### config.mk
export PLATFORM = sky130hd
export DESIGN_NAME = cdb_arbiter
export DESIGN_NICKNAME = d
export VERILOG_FILES = /design/src/rtl/cdb_arbiter.sv
export SDC_FILE = /design/constraint.sdc
export NUM_CORES = 1
export LEC_CHECK = 0
export CAP_MARGIN = 0
export CORE_MARGIN = 3
export CORE_UTILIZATION = 39
export CTS_CLUSTER_SIZE = 12
export DETAILED_ROUTE_END_ITERATION = 10
export PLACE_DENSITY = 0.87
export SLEW_MARGIN = 0
export SYNTH_ARGS = -nofsm -noshare
export SYNTH_HDL_FRONTEND = slang
export SYNTH_SLANG_ARGS = --single-unit
### constraint.sdc
create_clock -name clk -period 12.4 [get_ports clk]
set_clock_uncertainty 0.2 [all_clocks]
set_input_delay 3.72 -clock clk [delete_from_list [all_inputs] [get_ports clk]]
set_output_delay 3.72 -clock clk [all_outputs]
set_load 0.05 [all_outputs]
### src/rtl/cdb_arbiter.sv
// Common-data-bus arbiter: round-robin grant among functional units, registered broadcast
// of the winner's label/data, and a saturating broadcast counter.
module cdb_arbiter #(
    parameter int unsigned NREQ    = 4,
    parameter int unsigned DATA_W  = 32,
    parameter int unsigned LABEL_W = 4
) (
    input  logic                      clk,
    input  logic                      nRST,
    input  logic [NREQ-1:0]           req_valid,
    input  logic [NREQ*LABEL_W-1:0]   req_label,
    input  logic [NREQ*DATA_W-1:0]    req_data,
    input  logic                      flush,
    output logic [NREQ-1:0]           req_grant,
    output logic                      BCEN,
    output logic [LABEL_W-1:0]        BClabel,
    output logic [DATA_W-1:0]         BCdata,
    output logic [15:0]               bc_count
);

    localparam int unsigned PtrW = (NREQ > 1) ? $clog2(NREQ) : 1;

    logic [PtrW-1:0]    rr_ptr_q;
    logic [PtrW-1:0]    win;
    logic [PtrW-1:0]    idx;
    logic               found;
    logic [LABEL_W-1:0] win_label;
    logic [DATA_W-1:0]  win_data;
    logic               bcen_d;

    // Grant depends only on valid/flush/reset/pointer, never on label or data.
    always_comb begin
        found = 1'b0;
        win   = '0;
        idx   = '0;
        if (nRST && !flush) begin
            for (int k = 0; k < int'(NREQ); k++) begin
                idx = PtrW'((int'(rr_ptr_q) + k) % int'(NREQ));
                if (!found && req_valid[idx]) begin
                    found = 1'b1;
                    win   = idx;
                end
            end
        end
        req_grant = found ? (NREQ'(1) << win) : '0;
    end

    assign win_label = req_label[win*LABEL_W +: LABEL_W];
    assign win_data  = req_data[win*DATA_W +: DATA_W];
    // A label-0 transfer still consumes the grant but broadcasts nothing.
    assign bcen_d    = found && (win_label != '0);

    always_ff @(posedge clk) begin
        if (!nRST) begin
            rr_ptr_q <= '0;
            BCEN     <= 1'b0;
            BClabel  <= '0;
            BCdata   <= '0;
            bc_count <= '0;
        end else begin
            if (found) begin
                rr_ptr_q <= (win == PtrW'(NREQ - 1)) ? '0 : win + 1'b1;
            end
            BCEN    <= bcen_d;
            BClabel <= bcen_d ? win_label : '0;
            BCdata  <= bcen_d ? win_data : '0;
            if (bcen_d && (bc_count != 16'hFFFF)) begin
                bc_count <= bc_count + 16'd1;
            end
        end
    end

endmodule

==> impl_metrics.ini, run 1 <==
[power]
p_sw_mw = 0.129
power_density_nw_per_um2 = 84.7
intPower_mw = 0.323
p_total_mw = 0.452
pwr-share-seq = 0.417
p_leak_nw = 1.82
p_sw_frac = 0.285
clock_power_share = 0.272
vdd_drop_max_v = 0.0000676
share_comb_of_total_power = 0.310

[synthesis]
ys_ff_latch = 55
synthTopCellsByCount = a211oi_1, dfxtp_1, mux2i_1
synth_most_common_cell = a211oi_1
yosysUniqueCellTypes = 41
ys.flop_type = dfxtp_1
ys_top_cells_by_area = dfxtp_1, a211oi_1, mux2i_1
synthCells = 332
synth_edf_count = 0
synth_top_area_share = 0.357
async_flop_share = 0
yosysWarnings = 0
syn_avg_cell_area_um2 = 9.29
yosysSeqAreaShare = 0.357
syn_area_um2 = 3090
yosysTopAreaCell = dfxtp_1
synthesis.nets = 488

[critical_path]
startpoint_type = primary input
cp_common_cell = clkdlybuf4s50_1
path_buf_inv = 4
worstPathMaxFanout = 71
worstPathArrival_ps = 7240
cpLargestDelayFamily = buffers and inverters
path_cells = clkdlybuf4s50_1 -> nand2b_1 -> a21oi_2 -> o211ai_4 -> buf_4 -> inv_1 -> ha_1 -> and2_1 -> clkdlybuf4s50_1
cp.required_ps = 8480
crit_slowest_cell = clkdlybuf4s50_1
critPathKind = primary input to output port
cp-end-kind = output port
cp_slowest_stage_delay_ps = 920

[clocking]
cts.path.max_buffers = 2
clk_pin_slew_ps = 90
clock-root-buffer = clkbuf_8
cts_buffers = 5
holdBufCountCts = 0
htree_levels = 2
postCtsSetupBuffers = 0
cts_tree = built
clock-sinks = 55
clk_latency_ps = 290
cts-resized-gates = 0

[timing]
finalCriticalPeriod_ps = 11160
setup_ws_ps = 1240
rsz0062_at_grt = no
clock.fmax_mhz = 89.6
finalCritPeriodShare = 0.900
final-max-slew-violation-count = 0
hold_violations = 0
relSlewSlack = 0.283
setup_viol = 0
tns_ps = 0
tightest_slew_ps = 1080

[place]
place_ws_ps = 1230
port_buffers = 207
globalplace.congestion = 0.828
hpwl_um = 8380
place_inst = 615

[floorplan]
start_util = 0.414
num_rows = 31
die_area_um2 = 9010
die_y_um = 94.9
die_w_um = 94.9
core_um2 = 7450
io_pins = 208

[route]
wl_um = 10400
ant_nets = 0
first_pass_iters = 4
vias_per_cell = 5.28
vias = 3290
remaining_drc_errors = 0
wl_per_cell_um = 16.7
drtIter0Drc = 73

[grt]
grt_max_degree = 97
grt_remaining_overflow = 0
grt_pass1_wl_um = 15800
antenna_found_initial = 0
grt_pass1_vias = 3255
track_usage = 0.224

[finish]
multi_input_area_um2 = 1850
drive_gt1_frac = 0.0439
utilization = 0.717
area_growth_pct = 73.0
fillers = 566
seqCellArea_um2 = 1100
final_cell_count_no_fill = 623
finalNetCount = 679
n_antenna_cell = 0

[job]
maxCapViolCount = 0

[run_status]
status = finished, final reports clean

[min_path]
hp-class = flip-flop to flip-flop
final timing paths:
| kind | start | to | slack, ps | depth (start not counted) |
|---|---|---|---|---|
| max | nRST | req_grant[1] | 1240 | 9 |
| min | bc_count[11]$_SDFFE_PN0P_ | bc_count[11]$_SDFFE_PN0P_ | 300 | 2 |
| max reg2reg | rr_ptr_q[0]$_SDFFE_PN0P_ | bc_count[12]$_SDFFE_PN0P_ | 9040 | 9 |
| min reg2reg | bc_count[11]$_SDFFE_PN0P_ | bc_count[11]$_SDFFE_PN0P_ | 300 | 2 |
metal layers:
metal  up-vias  GRT usage  routed length [um]
met1      1514      0.234                3570
li1       1618          -                   -
met2       142      0.412                5580
met4         0     0.0529                 224
met3        16     0.0948                1020
met5         -          0                   0
sequential cells by signal (all words and copies together) (netlist names):
signal	count
BCEN	1
BCdata	32
BClabel	4
bc_count	16
rr_ptr_q	2
power groups by stage:
| stage | Sequential, mW | Combinational, mW | Clock (mW) |
|---|---|---|---|
| 3_3_place_gp | 0.192 | 0.138 | 0 |
| 2_1_floorplan | 0.219 | 0.0407 | 0 |
| 4_1_cts | 0.189 | 0.141 | 0.126 |
| 5_1_grt | 0.189 | 0.149 | 0.132 |
| 6_report | 0.189 | 0.140 | 0.123 |
| 3_5_place_dp | 0.193 | 0.141 | 0 |
worst register-to-register path, delay by kind of cell (launching register included):
family / cells / cell delay [ps]
multiplexers: 2 / 790
AO/OA/AOI/OAI: 3 / 670
buffers and inverters: 3 / 1100
flip-flops: 1 / 380
AND/OR/NAND/NOR: 1 / 110
cell usage in the layout (no fill, tap or decap), types with 2 or more instances in the layout:
cell type,instances
nor3_1,5
nor4bb_1,2
ha_1,5
o211ai_1,2
mux2i_1,41
nand2b_1,6
or4_1,2
inv_1,9
nor4_1,2
o21ai_0,3
clkbuf_8,6
nor2b_1,33
dfxtp_1,55
a221oi_1,2
a211oi_1,64
o31ai_1,4
and2_1,9
nor2_1,5
clkdlybuf4s50_1,207
or3_1,3
nand2_1,18
buf_4,4
nand4_1,4
a21oi_1,6
nand3_1,4
mux4_2,4
layout make-up:
| type | instances | area share |
|---|---|---|
| clock buffer | 6 | 0.0155 |
| clock inverter | 2 | 0.00657 |
| inverter | 10 | 0.00703 |
| multi-input combinational | 240 | 0.347 |
| sequential | 55 | 0.206 |
| tap | 99 | 0.0232 |
| timing repair buffer | 211 | 0.394 |
logic make-up (layout without fill, tap and decap cells):
family	Yosys count	count (layout)	share of synthesized area
compound gates	90	90	0.225
fa+ha+maj	5	5	0.0203
mux	45	45	0.162
simple gates	100	100	0.186
flops	55	55	0.357
buf+inv	37	229	0.0495
per-stage QoR:
step           hold WS, ps  instance area (um2)
2_1_floorplan          294                 3090
3_3_place_gp           263                 5220
3_5_place_dp           281                 5220
4_1_cts                296                 5340
5_1_grt                318                 5340
6_report               296                 5340
Note: power is estimated with default switching activity, not from simulation.
==> inputs of run 2 (changes only) <==
PLACE_DENSITY = 0.85   (was 0.87)
==> impl_metrics.ini, run 2 (synthesized netlist as in run 1, its figures left out) <==
[floorplan]
num_rows = 31
die_area_um2 = 9010
die_w_um = 94.9
core_um2 = 7450
die_y_um = 94.9
start_util = 0.414
io_pins = 208

[grt]
antenna_found_initial = 0
grt_max_degree = 97
grt_pass1_wl_um = 16100
track_usage = 0.231
grt_pass1_vias = 3269
grt_remaining_overflow = 0

[finish]
final_cell_mix = clkdlybuf4s50_1, a211oi_1, dfxtp_1, mux2i_1, nor2b_1
seqCellArea_um2 = 1100
utilization = 0.713
finalNetCount = 679
mostFrequentLayoutCell = clkdlybuf4s50_1
multi_input_area_um2 = 1850
largest_reg_flops = 32
final_cell_count_no_fill = 622
drive_gt1_frac = 0.0421
top_register = BCdata
largestRegisters = BCdata x32, bc_count x16, BClabel x4
area_growth_pct = 72.0
fillers = 588
n_antenna_cell = 0

[timing]
rsz0062_at_grt = no
relSlewSlack = 0.279
tns_ps = 0
finalCriticalPeriod_ps = 11170
clock.fmax_mhz = 89.5
final-max-slew-violation-count = 0
tightest_slew_ps = 1080
hold_violations = 0
finalCritPeriodShare = 0.901
setup_viol = 0

[place]
globalplace.congestion = 0.819
port_buffers = 207
place_inst = 615
hpwl_um = 8500

[clocking]
clock-sinks = 55
cts_tree = built
cts-resized-gates = 0
clk_latency_ps = 300
clock-root-buffer = clkbuf_8
htree_levels = 2
cts.path.max_buffers = 2
postCtsSetupBuffers = 0
holdBufCountCts = 0
clk_pin_slew_ps = 80
cts_buffers = 5

[power]
power_density_nw_per_um2 = 80.4
share_comb_of_total_power = 0.329
vdd_drop_max_v = 0.0000494
pwr-share-seq = 0.441
intPower_mw = 0.301
p_leak_nw = 1.80
p_sw_mw = 0.125
clock_power_share = 0.229
p_sw_frac = 0.294

[route]
drtIter0Drc = 97
vias = 3241
ant_nets = 0
wl_per_cell_um = 16.8
remaining_drc_errors = 0
first_pass_iters = 4
vias_per_cell = 5.21
wl_um = 10500

[critical_path]
startpoint_type = primary input
cp-end-kind = output port
critPathKind = primary input to output port
worstPathMaxFanout = 71
worstPathArrival_ps = 7250
cp.required_ps = 8480

[min_path]
hp-class = flip-flop to flip-flop

[run_status]
status = finished, final reports clean

[job]
maxCapViolCount = 0
run 2: routing by layer:
metal,GRT usage,part of all wire
met1,0.247,0.35
met2,0.424,0.53
met3,0.0876,0.099
met4,0.0601,0.024
met5,0,0
run 2: stage by stage:
step	setup WS (ps)	cell area (um2)	hold slack, ps	power (mW)
finish	1230	5310	289	0.427
floorplan	2710	3090	294	0.260
global placement	1340	5220	262	0.330
detailed placement	1230	5220	280	0.333
global route	929	5310	330	0.449
CTS	1220	5310	291	0.432
run 2: power groups by stage:
stage	logic (mW)	registers (mW)	clock network (mW)
6_report	0.141	0.188	0.0978
5_1_grt	0.149	0.189	0.110
4_1_cts	0.142	0.188	0.102
3_5_place_dp	0.141	0.192	0
3_3_place_gp	0.138	0.192	0
2_1_floorplan	0.0407	0.219	0
run 2: critical path, stage by stage:
cell and delay, ps:
clkdlybuf4s50_1 910, nand2b_1 240, a21oi_2 580, o211ai_4 130
buf_4 370, inv_1 200, ha_1 150, and2_1 130
clkdlybuf4s50_1 810
run 2: final timing paths:
| kind | startpoint | end | slack (ps) | cells past startpoint |
|---|---|---|---|---|
| max | nRST | req_grant[1] | 1230 | 9 |
| min | bc_count[5]$_SDFFE_PN0P_ | bc_count[5]$_SDFFE_PN0P_ | 290 | 2 |
| max reg2reg | rr_ptr_q[0]$_SDFFE_PN0P_ | BCdata[13]$_SDFF_PN0_ | 8780 | 8 |
| min reg2reg | bc_count[5]$_SDFFE_PN0P_ | bc_count[5]$_SDFFE_PN0P_ | 290 | 2 |
run 2: final cells by class:
cell class                      count  area share
Tap cell                           99      0.0233
Sequential cell                    55       0.207
Clock buffer                        6      0.0156
Multi-Input combinational cell    240       0.349
Inverter                           10     0.00707
Timing Repair Buffer              211       0.396
Clock inverter                      1    0.000943
